File: config.mk
export PLATFORM = sky130hd
export DESIGN_NAME = imem_boot_loader
export DESIGN_NICKNAME = d
export VERILOG_FILES = /design/src/rtl/imem_boot_loader.sv
export SDC_FILE = /design/constraint.sdc
export NUM_CORES = 1
export LEC_CHECK = 0
export BUFFER_PORTS_ARGS = -buffer_cell sky130_fd_sc_hd__buf_4
export CORE_MARGIN = 2
export CORE_UTILIZATION = 50
export CTS_CLUSTER_DIAMETER = 200
export DETAILED_ROUTE_END_ITERATION = 8
export GPL_ROUTABILITY_DRIVEN = 0
export HOLD_SLACK_MARGIN = 0.06
export PLACE_DENSITY = 0.77
export SLEW_MARGIN = 10
export SYNTH_ARGS = -nofsm -noshare
export SYNTH_HDL_FRONTEND = slang
export SYNTH_SLANG_ARGS = --single-unit
File: constraint.sdc
create_clock -name clk -period 3.3 [get_ports clk]
set_input_delay 0.165 -clock clk [delete_from_list [all_inputs] [get_ports clk]]
set_output_delay 0.165 -clock clk [all_outputs]
set_load 0.05 [all_outputs]
File: src/rtl/imem_boot_loader.sv
// Boot loader: assembles a little-endian byte stream into 32-bit words for the instruction memory
// write port, verifies a trailing checksum and holds the core in reset until a clean load completes.
module imem_boot_loader #(
  parameter int          MAX_WORDS = 256,
  parameter logic [31:0] BASE_ADDR = 32'h0000_0000
) (
  input  logic        clk,
  input  logic        reset,
  input  logic        start,
  input  logic [7:0]  byte_in,
  input  logic        byte_valid,
  output logic        byte_ready,
  output logic [31:0] imem_waddress,
  output logic [31:0] imem_wdata,
  output logic        imem_wr,
  output logic        cpu_reset,
  output logic        busy,
  output logic        done,
  output logic        error
);

  typedef enum logic [2:0] {
    IDLE, HDR0, HDR1, RECV, WRITE, CSUM, DONE, ERROR
  } state_t;

  state_t      state, stateNext;
  logic [15:0] wordCount;
  logic [15:0] wordIndex;
  logic [1:0]  byteIndex;
  logic [7:0]  checksum;
  logic [23:0] asmBuf;
  logic        accept;
  logic [15:0] hdrCount;
  logic [7:0]  csumFinal;
  logic [15:0] wordIndexInc;

  assign accept       = byte_valid && byte_ready;
  assign hdrCount     = {byte_in, wordCount[7:0]};
  assign csumFinal    = checksum + byte_in;
  assign wordIndexInc = wordIndex + 16'd1;

  always_comb begin
    stateNext = state;
    case (state)
      IDLE, DONE, ERROR: if (start) stateNext = HDR0;
      HDR0: if (accept) stateNext = HDR1;
      HDR1: begin
        if (accept) begin
          if (hdrCount == 16'd0)                   stateNext = CSUM;
          else if (hdrCount > 16'(MAX_WORDS))      stateNext = ERROR;
          else                                     stateNext = RECV;
        end
      end
      RECV:  if (accept && byteIndex == 2'd3) stateNext = WRITE;
      WRITE: stateNext = (wordIndexInc == wordCount) ? CSUM : RECV;
      CSUM:  if (accept) stateNext = (csumFinal == 8'd0) ? DONE : ERROR;
      default: stateNext = IDLE;
    endcase
  end

  // Outputs are registered as a decode of the next state so they line up with the state register.
  always_ff @(posedge clk or posedge reset) begin
    if (reset) begin
      state         <= IDLE;
      cpu_reset     <= 1'b1;
      imem_wr       <= 1'b0;
      byte_ready    <= 1'b0;
      busy          <= 1'b0;
      done          <= 1'b0;
      error         <= 1'b0;
      imem_waddress <= BASE_ADDR;
      imem_wdata    <= 32'd0;
      wordCount     <= 16'd0;
      wordIndex     <= 16'd0;
      byteIndex     <= 2'd0;
      checksum      <= 8'd0;
      asmBuf        <= 24'd0;
    end else begin
      state      <= stateNext;
      byte_ready <= (stateNext == HDR0) || (stateNext == HDR1) ||
                    (stateNext == RECV) || (stateNext == CSUM);
      busy       <= (stateNext == HDR0) || (stateNext == HDR1) || (stateNext == RECV) ||
                    (stateNext == WRITE) || (stateNext == CSUM);
      done       <= (stateNext == DONE);
      error      <= (stateNext == ERROR);
      cpu_reset  <= (stateNext != DONE);
      imem_wr    <= (stateNext == WRITE);

      case (state)
        IDLE, DONE, ERROR: begin
          if (start) begin
            wordCount <= 16'd0;
            wordIndex <= 16'd0;
            byteIndex <= 2'd0;
            checksum  <= 8'd0;
          end
        end
        HDR0: if (accept) wordCount[7:0] <= byte_in;
        HDR1: begin
          if (accept) begin
            wordCount[15:8] <= byte_in;
            wordIndex       <= 16'd0;
            byteIndex       <= 2'd0;
            checksum        <= 8'd0;
          end
        end
        RECV: begin
          if (accept) begin
            checksum  <= csumFinal;
            byteIndex <= byteIndex + 2'd1;
            case (byteIndex)
              2'd0: asmBuf[7:0]   <= byte_in;
              2'd1: asmBuf[15:8]  <= byte_in;
              2'd2: asmBuf[23:16] <= byte_in;
              default: begin
                imem_wdata    <= {byte_in, asmBuf};
                imem_waddress <= BASE_ADDR + {14'd0, wordIndex, 2'b00};
              end
            endcase
          end
        end
        WRITE: wordIndex <= wordIndexInc;
        default: ;
      endcase
    end
  end

endmodule

# --- After elaboration in Yosys (flattened, before gate mapping) ---
# Cells that the tools add are included.
# W data, S select, Z words.
classes:
  n_mux: 24
  order_cmp: 1
  div: 0
  n_eq_ne: 23
  add_sub_neg: 3
  shifts: 0
  bitwise: 1
  reduce_logical: 25
  n_mul: 0
ops:
  columns: ["cell", "count"]
  rows:
  - ["$pmux W16 S3", 1]
  - ["$mux W16", 2]
  - ["$mux W8", 4]
  - ["$pmux W8 S2", 2]
  - ["$eq A3 B3 Y1 const B", 8]
  - ["$mux W3", 8]
  - ["$pmux W8 S3", 1]
  - ["$reduce_and A3 Y1", 7]
  - ["$pmux W3 S6", 1]
  - ["$add A16 B1 Y16 const B", 1]
  - ["$eq A16 B16 Y1", 1]
  - ["$gt A16 B9 Y1 const B", 1]
  - ["$logic_not A16 Y1", 1]
  - ["$eq A3 B2 Y1 const B", 4]
  - ["$add A8 B8 Y8", 1]
  - ["$logic_not A8 Y1", 1]
  - ["$ne A2 B2 Y1 const B", 4]
  - ["$eq A3 B1 Y1 const B", 2]
  - ["$mux W2", 3]
  - ["$pmux W2 S3", 1]
  - ["$reduce_bool A3 Y1", 2]
  - ["$reduce_or A3 Y1", 2]
  - ["$logic_or A1 B1 Y1", 5]
  - ["$eq A2 B2 Y1 const B", 2]
  - ["10 further kinds", 12]
totals:
  ramBits: 0
  out_inout_bits: 70
  romBits: 0
  mem_count: 0
  input_bits: 12
  reg_bits: 123
  latchBits: 0
  word_cells: 94

# --- Logic depth before layout (Yosys ltp) ---
# Gate-level depths: netlist of run 1.
depth:
  depth_word: 10
  mapped_depth: 9
  mapped_depth_nobuf: 8

# --- Least setup slack after synthesis of run 1 ---
# OpenSTA, ideal clock, no wires.
synth_path:
  path_kind: "register -> register"
  startpoint: "reg wordIndex[1]"
  endpoint: "reg state[1]"
  synth_period_minus_slack_ns: 2.395
  required_time_ns: 3.163
  setup_slack_ns: 0.905
  t_arrival_ns: 2.257
  stages_incl_launch_ff: 10
  path_cell_list: "dfrtp_1 > ha_1 > buf_6 > and3_4 > buf_6 > and3_1 > or4_1 > a2111oi_0 > and4_1 > o21ai_1"
synth_via:
  elab_chain_len: 4
synth_rtl:
  columns: ["element", "line_no", "source"]
  rows:
  - ["start, declared", "28", "logic [15:0] wordIndex;"]
  - ["start signal, assigned", "122", "WRITE: wordIndex <= wordIndexInc;"]
  - ["$add A16 B1 Y16", "40", "assign wordIndexInc = wordIndex + 16'd1;"]
  - ["$eq A16 B16 Y1", "55", "WRITE: stateNext = (wordIndexInc == wordCount) ? CSUM : RECV;"]
  - ["$mux W3", "55", null]
  - ["$pmux W3 S6", "44", "case (state)"]
  - ["named net stateNext[1]", "26", "state_t state, stateNext;"]
  - ["end signal, assigned", "79", "state <= stateNext;"]
  - ["end, declared", "26", null]
# The timed path passes the listed nets, and every way through them passes these cells.
# A chain may end at the register's enable or synchronous reset.

# --- Final worst setup path of run 1 ---
layout_path:
  startpoint: "reg checksum[0]"
  endpoint: "reg error"
layout_via:
  elab_chain_len: 6
layout_rtl:
  columns: ["element", "line_no", "source"]
  rows:
  - ["start, declared", "30", "logic [7:0] checksum;"]
  - ["start signal, assigned", "109", "checksum <= csumFinal;"]
  - ["$add A8 B8 Y8", "39", "assign csumFinal = checksum + byte_in;"]
  - ["$logic_not A8 Y1", "56", "CSUM: if (accept) stateNext = (csumFinal == 8'd0) ? DONE : ERROR;"]
  - ["$mux W1", "56", null]
  - ["$mux W3", "56", null]
  - ["$pmux W3 S6", "44", null]
  - ["named net stateNext[0]", "26", null]
  - ["$eq A3 B3 Y1", "85", "error <= (stateNext == ERROR);"]
  - ["end signal, assigned", "85", null]
  - ["end, declared", "19", "output logic error"]
# The timed path passes the listed nets, and every way through them passes these cells.

==> impl_metrics.py, run 1 <==
metrics = {
    "status": {
        "outcome": "finished clean",
    },
    "critical_path": {
        "r2r_start": "checksum[0]",
        "rr_worst_depth": 8,
        "cp_num_cells": 8,
        "worstSetupPathType": "reg -> reg",
        "arrival_ns": 2.95,
        "cp.required_ns": 3.65,
        "cp.buffers_inverters": 0,
        "critPathMaxFanout": 4,
        "cp_top_family": "compound AO/OA/AOI/OAI gates",
        "cp-end-kind": "register",
        "worstPathCellList": "ha_1 -> fa_1 -> a211o_1 -> and3_1 -> o311ai_0 -> nor3_1 -> a21oi_1 -> and2_1",
        "max_stage_delay_ns": 0.43,
        "crit_start": "checksum[0]",
        "cp-start-kind": "register",
        "cp_slowest_cell": "o311ai_0",
    },
    "floorplan": {
        "start_util_pct": 51.2,
        "io_pins": 82,
        "dieHeight_um": 115,
        "coreArea_mm2": 0.0120,
        "rows": 40,
        "die_width_um": 115,
        "dieArea_mm2": 0.0132,
    },
    "logic_synthesis": {
        "synth_ff_type": "dfrtp_1",
        "synth_edf_count": 0,
        "synth.top_cell.area_share_pct": 49.6,
        "synth_area_leaders": "dfrtp_1 (50%), mux2_2 (13%), o21ai_0 (3.9%)",
        "ys_async_sr_fraction_pct": 100,
        "synth_cell_types": 65,
        "syn_avg_cell_area_um2": 11.0,
        "synth_cells": 560,
        "yosysSeqAreaShare_pct": 50.0,
        "yosys_warnings": 0,
        "synth.most_common_cell": "dfrtp_1",
        "yosys.area.top_type": "dfrtp_1",
        "synth_area_mm2": 0.00615,
        "yosys-top-cells-count": "dfrtp_1 (122), mux2_2 (71), o21ai_0 (48)",
        "ys_ff_latch": 123,
    },
    "cts": {
        "cts_hold_repair.buffers": 1,
        "cts_tree": "done",
        "cts_inserted_buffers": 17,
        "cts_buffer_depth": 2,
        "htree_levels": 4,
        "post_cts_buffers": 0,
        "clock_sinks": 123,
        "clock_tree.root_cell": "clkbuf_16",
        "clk_pin_slew_ns": 0.06,
        "postCtsResizedCells": 0,
        "clk_latency_ns": 0.42,
    },
    "global_route": {
        "grt_max_degree": 86,
        "grt_pass1_vias": 4497,
        "antenna_found_initial": 0,
        "gr-total-overflow": 0,
        "grt_pass1_wl_mm": 22.3,
        "grt_util_all_layers_pct": 21.8,
    },
    "drt": {
        "first_iter_violations": 396,
        "finalWirelength_mm": 13.4,
        "drc": 0,
        "vias": 4561,
        "antenna_left": 0,
        "via_per_inst": 5.86,
        "drtPass1Iterations": 5,
        "wl_per_cell_um": 17.2,
    },
    "final_layout": {
        "final_util_pct": 60.5,
        "final_nets": 644,
        "fillers": 971,
        "antennaDiodeCount": 0,
        "drive_gt1_share_pct": 29.2,
        "area_growth_pct": 18.1,
    },
    "hold_path": {
        "hold_depth": 3,
        "hold_path.class": "in -> reg",
        "hp-start": "byte_in[0]",
    },
    "sta": {
        "fmax_mhz": 385,
        "rsz0062_at_grt": "no",
        "skew_ns": 0.00654,
        "finalHoldViolations": 0,
        "setup_violations": 0,
        "fin_tns_setup_ns": 0,
        "layout_min_cycle_time_ns": 2.60,
        "fin_crit_sh_pct": 78.8,
        "relSlewSlack_pct": 40.8,
        "slew_violations": 0,
        "tightest_slew_ns": 0.889,
    },
    "job": {
        "drv_cap": 0,
    },
    "power_and_ir_drop": {
        "ir_worst_vdd_uv": 605,
        "leakagePower_nw": 3.50,
        "p_per_area_mw_per_mm2": 887,
    },
    "placement": {
        "numPortBuffers": 65,
        "hpwl_mm": 9.12,
    },
}
## report_power, final
group,internal [mW],switching [mW]
registers,1.94,0.344
logic,0.919,1.43
clock network,1.12,0.701
## layer usage
metal  global-route usage (%)  wire [um]  vias up
met2                     34.9       6630      158
li1                         -          -     2113
met3                     8.12        943       22
met5                        0          0        -
met4                     7.71        185        0
met1                     27.3       5600     2268
## final cells by class
| cell class | count | area (um^2) | area share (%) |
|---|---|---|---|
| clock buffers | 19 | 433 | 5.96 |
| clock inverters | 13 | 144 | 1.98 |
| inverters | 24 | 93.8 | 1.29 |
| multi-input cells | 379 | 2770 | 38.1 |
| flip-flops and latches | 123 | 3080 | 42.4 |
| well taps | 147 | 184 | 2.53 |
| repair buffers | 73 | 563 | 7.75 |
## layout by cell type, fill, tap and decap left out, drive strengths merged, types with 3 or more instances in the layout
cell and count:
buf 72, and4 7, xor2 11, clkinv 4, nor4 7, xnor2 12, and2 7, inv 26
dfrtp 122, nand2 23, nand2b 6, or3 4, nand3 23, a21oi 16, clkinvlp 5, o31ai 6
nor3 7, nor2b 7, mux2 71, nor2 17, nor3b 6, a31oi 7, clkbuf 19, a211oi 3
nand4 9, o21ai 49, a22o 10, and3 9, conb 16, ha 13
## flip-flops by register name, summed over array words and instances, names as in the netlist
signal / flops
byteIndex: 2
checksum: 8
state: 3
byte_ready: 1
imem_waddress: 16
imem_wdata: 32
wordIndex: 16
wordCount: 16
imem_wr: 1
asmBuf: 24
cpu_reset: 1
error: 1
busy: 1
done: 1
## cell families (layout without fill, tap and decap cells)
kind of cell	after synthesis	in the layout	share of synthesized area (%)
compound gates	118	118	12.3
fa+ha+maj	14	14	2.97
simple gates	137	137	12.4
flops	123	123	50.0
buf+inv	73	129	5.88
mux	71	71	13.0
other cells	1	16	0.0609
xor+xnor	23	23	3.27
## worst register-to-register path, stage by stage (launching register included)
cell      delay (ns)
dfrtp_1         0.38
ha_1            0.22
fa_1            0.42
a211o_1         0.31
and3_1          0.20
o311ai_0        0.43
nor3_1          0.10
a21oi_1         0.30
and2_1          0.18
## metrics by stage
stage	total power [mW]	instances	area, um^2	hold slack [ns]	worst slack [ns]
after floorplan	4.01	575	6210	0.304	0.905
after global placement	4.53	745	6680	0.362	0.826
after detailed placement	4.64	745	6680	0.384	0.735
after CTS	6.47	778	7270	0.0617	0.725
after global routing	6.80	778	7270	0.0776	0.552
final	6.45	778	7270	0.0802	0.700
## worst paths after layout
check,endpoint,slack [ns]
setup / recovery,error,0.70
hold / removal,wordCount[8],0.08
setup reg to reg,error,0.70
hold reg to reg,imem_waddress[9],0.48
max in group asynchronous,imem_wdata[5],1.95
min in group asynchronous,imem_waddress[13],0.47
(Power assumes the default switching activity.)
==> run 2: changes to the inputs <==
--- a/config.mk
+++ b/config.mk
@@ -12,7 +12,7 @@
 export DETAILED_ROUTE_END_ITERATION = 8
 export GPL_ROUTABILITY_DRIVEN = 0
 export HOLD_SLACK_MARGIN = 0.06
-export PLACE_DENSITY = 0.77
+export PLACE_DENSITY = 0.75
 export SLEW_MARGIN = 10
 export SYNTH_ARGS = -nofsm -noshare
 export SYNTH_HDL_FRONTEND = slang
==> constraint.sdc (replaced) <==
create_clock -name clk -period 2.4 [get_ports clk]
set_input_delay 0.12 -clock clk [delete_from_list [all_inputs] [get_ports clk]]
set_output_delay 0.12 -clock clk [all_outputs]
set_load 0.05 [all_outputs]
==> run 2 against run 1 <==
Clock skew is 0.00050 ns higher. Core utilization grew 1.8 points. Wire length increased by 2.5%. Critical path type unchanged. Critical endpoint unchanged.
==> impl_metrics.py, run 2 (synthesis gave the netlist of run 1 again) <==
metrics = {
    "sta": {
        "finalHoldViolations": 0,
        "hold_slack_ns": 0.107,
        "fin_ws_ns": 0.108,
        "layout_min_cycle_time_ns": 2.29,
        "setup_violations": 0,
        "skew_ns": 0.00704,
        "fmax_mhz": 436,
        "fin_crit_sh_pct": 95.5,
        "slew_violations": 0,
        "tightest_slew_ns": 0.736,
        "relSlewSlack_pct": 50.9,
    },
    "drt": {
        "first_iter_violations": 288,
        "drtPass1Iterations": 5,
        "wl_per_cell_um": 17.2,
        "vias": 4557,
        "drc": 0,
        "via_per_inst": 5.71,
        "antenna_left": 0,
        "finalWirelength_mm": 13.7,
    },
    "placement": {
        "dpl_cell_area_mm2": 0.00681,
        "numPortBuffers": 65,
        "hpwl_mm": 9.26,
        "pre_cts_slack_ns": -0.136,
    },
    "status": {
        "outcome": "finished clean",
    },
    "floorplan": {
        "io_pins": 82,
        "die_width_um": 115,
        "start_util_pct": 51.2,
        "coreArea_mm2": 0.0120,
        "dieHeight_um": 115,
        "dieArea_mm2": 0.0132,
        "rows": 40,
    },
    "cts": {
        "post_cts_buffers": 0,
        "htree_levels": 4,
        "cts_buffer_depth": 2,
        "clock_tree.root_cell": "clkbuf_16",
        "clock_sinks": 123,
        "cts_tree": "done",
        "cts_inserted_buffers": 17,
        "clk_latency_ns": 0.42,
        "clk_pin_slew_ns": 0.06,
    },
    "hold_path": {
        "hp-start": "byte_in[0]",
        "hold_path.class": "in -> reg",
        "hold_depth": 3,
        "min_to": "checksum[0]",
    },
    "critical_path": {
        "r2r_start": "checksum[0]",
        "max_stage_delay_ns": 0.38,
        "rrSetupSlack_ns": 0.11,
        "rr_worst_depth": 8,
        "worstPathCellList": "ha_1 -> fa_2 -> a211o_1 -> and3_1 -> o311ai_2 -> nor3_1 -> a21oi_2 -> and2_1",
        "cp-start-kind": "register",
        "r2r_end": "error",
        "worstSetupPathType": "reg -> reg",
        "arrival_ns": 2.65,
        "critPathMaxFanout": 4,
        "cp.required_ns": 2.76,
        "cp-end-kind": "register",
        "cp_slowest_cell": "dfrtp_1",
    },
    "power_and_ir_drop": {
        "netSwitchingFraction_pct": 38.7,
        "p_int_mw": 5.47,
        "ir_worst_vdd_uv": 783,
        "p_per_area_mw_per_mm2": 1190,
        "leakagePower_nw": 3.61,
        "p_clk_share_pct": 26.8,
        "finalPower_mw": 8.93,
        "share_comb_of_total_power_pct": 38.4,
        "seqPwrFrac_pct": 34.7,
        "p_sw_mw": 3.46,
    },
    "final_layout": {
        "final_util_pct": 62.3,
        "area_growth_pct": 21.6,
        "stdcell_area_mm2": 0.00748,
        "final_common_cell": "dfrtp_1",
        "drive_gt1_share_pct": 31.8,
        "antennaDiodeCount": 0,
        "largest_reg_flops": 32,
        "final_nets": 665,
        "regMostFlops": "imem_wdata",
        "layout_common_cells": "dfrtp_1 (122), buf_4 (85), mux2_2 (71), o21ai_0 (48)",
        "top_regs": "imem_wdata: 32 flops, asmBuf: 24 flops",
    },
    "global_route": {
        "grt_pass1_wl_mm": 22.0,
        "grt_max_degree": 92,
        "grt_pass1_vias": 4481,
        "gr-total-overflow": 0,
        "grt_util_all_layers_pct": 21.6,
        "antenna_found_initial": 0,
    },
    "job": {
        "drv_cap": 0,
    },
}
-- run 2: worst max path at each step --
stage | start | endpoint
after floorplan | wordIndex[1] | state[1]
after global routing | checksum[0] | cpu_reset
after CTS | wordIndex[0] | state[1]
after global placement | checksum[0] | error
final | checksum[0] | error
after detailed placement | checksum[0] | error
-- run 2: repair_timing --
item / CTS / global route
hold buffers: 7 / 0
resized for setup: 5 / 5
endpoints found under the setup margin: 5 / 6
endpoints found under the hold margin: 137 / 0
pin swaps: 2 / 2
-- run 2: worst max-delay path: cells and delay by family, from the launching register on --
kind | cells | cell delay (ns)
compound gates | 3 | 0.80
fa+ha+maj | 2 | 0.58
flops | 1 | 0.38
simple gates | 3 | 0.46
-- run 2: area by class of cell --
type | instances | area [um^2]
timing repair buffer | 94 | 748
sequential | 123 | 3080
tap | 147 | 184
inverter | 24 | 93.8
clock inverter | 12 | 118
fill | 956 | 4530
clock buffer | 19 | 443
multi-input combinational | 379 | 2820
-- run 2: per-layer routing --
layer / share of wire [%] / vias up / global-route usage [%] / wire length [um]
li1: - / 2142 / - / -
met1: 42 / 2220 / 26.9 / 5800
met2: 50 / 168 / 36.1 / 6870
met3: 5.9 / 27 / 6.48 / 809
met4: 1.6 / 0 / 7.39 / 217
met5: 0 / - / 0 / 0
-- run 2: power groups by stage --
| stage | sequential, mW | clock (mW) | combinational [mW] |
|---|---|---|---|
| 3_5_place_dp | 3.12 | 0 | 3.31 |
| 5_1_grt | 3.19 | 2.53 | 3.70 |
| 6_report | 3.10 | 2.40 | 3.43 |
| 2_1_floorplan | 3.72 | 0 | 1.79 |
| 4_1_cts | 3.10 | 2.43 | 3.37 |
| 3_3_place_gp | 3.08 | 0 | 3.21 |
-- run 2: stage by stage --
| stage | instances | setup TNS [ns] |
|---|---|---|
| CTS | 798 | 0 |
| detailed placement | 760 | -0.408 |
| finish | 798 | 0 |
| global route | 798 | -0.112 |
| global placement | 760 | -0.0747 |
| floorplan | 575 | 0 |
==> run 3: changes to the inputs <==
--- a/config.mk
+++ b/config.mk
@@ -6,13 +6,15 @@
 export NUM_CORES = 1
 export LEC_CHECK = 0
 export BUFFER_PORTS_ARGS = -buffer_cell sky130_fd_sc_hd__buf_4
+export CELL_PAD_IN_SITES_DETAIL_PLACEMENT = 0
+export CELL_PAD_IN_SITES_GLOBAL_PLACEMENT = 1
 export CORE_MARGIN = 2
-export CORE_UTILIZATION = 50
+export CORE_UTILIZATION = 46
 export CTS_CLUSTER_DIAMETER = 200
 export DETAILED_ROUTE_END_ITERATION = 8
 export GPL_ROUTABILITY_DRIVEN = 0
 export HOLD_SLACK_MARGIN = 0.06
-export PLACE_DENSITY = 0.75
+export PLACE_DENSITY = 0.84
 export SLEW_MARGIN = 10
 export SYNTH_ARGS = -nofsm -noshare
 export SYNTH_HDL_FRONTEND = slang
==> run 3 against run 2 <==
Wire length increased by 3.4%. Setup slack got worse by 0.029 ns. Largest power group unchanged. Core utilization decreased by 4.2 points. Cell area increased by 2.0%. Non-clock buffer count increased by 11. Critical endpoint unchanged. Sequential cell count unchanged. Highest routed layer unchanged. Cell count increased by 5.0%. Global-route usage decreased by 0.71 points. Sequential power about the same. Register-to-register slack got worse by 0.03 ns. Clock power increased by 8%. Count of clock-buffer cells in the layout decreased by 1.
==> impl_metrics.py, run 3 (synthesis gave the netlist of run 1 again) <==
metrics = {
    "power_and_ir_drop": {
        "p_per_area_mw_per_mm2": 1200,
        "ir_worst_vdd_uv": 910,
        "leakagePower_nw": 3.69,
        "finalPower_mw": 9.13,
    },
    "critical_path": {
        "cp_top_family": "adder cells",
        "cp-start-kind": "register",
        "cp.required_ns": 2.70,
        "cp-end-kind": "register",
        "arrival_ns": 2.62,
        "max_stage_delay_ns": 0.42,
        "worstSetupPathType": "reg -> reg",
        "cp_slowest_cell": "fa_1",
        "critPathMaxFanout": 4,
        "cp.buffers_inverters": 1,
        "worstPathCellList": "ha_1 -> fa_1 -> a211o_1 -> buf_4 -> nand4_1 -> o311ai_2 -> nor3_1 -> a21oi_2 -> and2_1",
    },
    "global_route": {
        "gr-total-overflow": 0,
        "antenna_found_initial": 0,
        "grt_util_all_layers_pct": 20.9,
        "grt_max_degree": 49,
        "grt_pass1_vias": 4625,
        "grt_pass1_wl_mm": 23.2,
    },
    "sta": {
        "setup_violations": 0,
        "finalHoldViolations": 0,
        "tightest_slew_ns": 0.772,
        "fin_crit_sh_pct": 96.7,
        "rsz0062_at_grt": "yes",
        "fmax_mhz": 431,
        "slew_violations": 0,
        "layout_min_cycle_time_ns": 2.32,
        "relSlewSlack_pct": 48.4,
        "skew_ns": 0.00543,
        "hold_slack_ns": 0.116,
    },
    "cts": {
        "cts_inserted_buffers": 17,
        "htree_levels": 4,
        "clk_pin_slew_ns": 0.05,
        "cts_tree": "done",
        "clk_latency_ns": 0.42,
        "clock_tree.root_cell": "clkbuf_16",
        "cts_buffer_depth": 2,
        "clock_sinks": 123,
    },
    "drt": {
        "finalWirelength_mm": 14.2,
        "via_per_inst": 5.51,
        "antenna_left": 0,
        "drc": 0,
        "first_iter_violations": 260,
        "wl_per_cell_um": 16.9,
        "vias": 4617,
        "drtPass1Iterations": 6,
    },
    "final_layout": {
        "final_cells": 838,
        "layout_common_cells": "dfrtp_1 (122), buf_4 (95), mux2_2 (71), o21ai_0 (46)",
        "antennaDiodeCount": 0,
        "final_common_cell": "dfrtp_1",
        "top_regs": "imem_wdata: 32 flops, asmBuf: 24 flops",
        "regMostFlops": "imem_wdata",
        "area_growth_pct": 24.0,
        "largest_reg_flops": 32,
        "fillers": 1174,
        "final_util_pct": 58.1,
        "final_nets": 676,
        "drive_gt1_share_pct": 32.5,
    },
    "floorplan": {
        "die_width_um": 120,
        "rows": 42,
        "coreArea_mm2": 0.0131,
        "io_pins": 82,
        "start_util_pct": 46.8,
        "dieHeight_um": 120,
        "dieArea_mm2": 0.0143,
    },
    "placement": {
        "numPortBuffers": 65,
        "dp_cells": 800,
        "hpwl_mm": 9.57,
    },
    "hold_path": {
        "hold_path.class": "in -> reg",
    },
    "job": {
        "drv_cap": 0,
    },
    "status": {
        "outcome": "finished clean",
    },
}
run 3: cell types whose count changed in the layout (fill, tap and decap cells not counted), moves of 2 or more:
| cell | previous run | this run |
|---|---|---|
| o21ai_1 | 1 | 3 |
| clkinv_4 | 3 | 5 |
| buf_4 | 85 | 95 |
| bufinv_16 | 1 | 3 |
| o21ai_0 | 48 | 46 |
| clkinvlp_4 | 5 | 2 |
run 3: worst register-to-register path, delay by kind of cell (launching register included):
family | cells | cell delay, ns
DFF | 1 | 0.37
adders and majority gates | 2 | 0.63
AOI/OAI and AO/OA | 3 | 0.53
buffers and inverters | 1 | 0.14
and+or+nand+nor | 3 | 0.52
run 3: path summary, 6_finish.rpt:
kind	from	to	slack, ns	cells past startpoint
setup / recovery	checksum[0]	error	0.08	9
hold / removal	byte_in[0]	checksum[0]	0.12	3
setup reg to reg	checksum[0]	error	0.08	9
hold reg to reg	imem_waddress[8]	imem_waddress[8]	0.48	2
max in group asynchronous	reset	asmBuf[7]	1.26	4
min in group asynchronous	reset	imem_wdata[19]	0.40	3
run 3: metal layers:
metal | up-vias | routed length, um | share of wire, % | GRT usage (%)
li1 | 2171 | - | - | -
met1 | 2288 | 6150 | 43 | 26.1
met2 | 131 | 6980 | 49 | 34.3
met3 | 27 | 771 | 5.4 | 6.37
met4 | 0 | 259 | 1.8 | 7.72
met5 | - | 0 | 0 | 0
run 3: timing repair:
| action | in CTS | in global routing |
|---|---|---|
| gates resized for setup | 1 | 7 |
| endpoints found under the hold margin | 45 | 0 |
| pin swaps | 1 | 4 |
| hold buffers | 7 | 0 |
| buffers inserted | 0 | 0 |
| endpoints found under the setup margin | 3 | 6 |
run 3: final cells by class:
class | count | area (um^2) | area share, %
Tap cell | 176 | 220 | 2.89
Inverter | 24 | 93.8 | 1.23
Clock buffer | 18 | 429 | 5.62
Sequential cell | 123 | 3080 | 40.3
Multi-Input combinational cell | 379 | 2800 | 36.7
Clock inverter | 13 | 169 | 2.21
Timing Repair Buffer | 105 | 843 | 11.0
run 3: where the power goes:
part	internal, mW	leakage (nW)	switching (mW)	total (mW)
combinational	1.37	1.75	2.09	3.47
sequential	2.66	1.65	0.416	3.08
clock	1.63	0.291	0.947	2.58
run 3: through the flow:
stage               setup TNS, ns  instance area [um^2]  worst slack (ns)
floorplan                       0                  6210           0.00512
global placement          -0.0563                  6940           -0.0305
detailed placement         -0.186                  6940           -0.0798
CTS                             0                  7610           0.00729
global route              -0.0383                  7630           -0.0260
finish                          0                  7630            0.0782
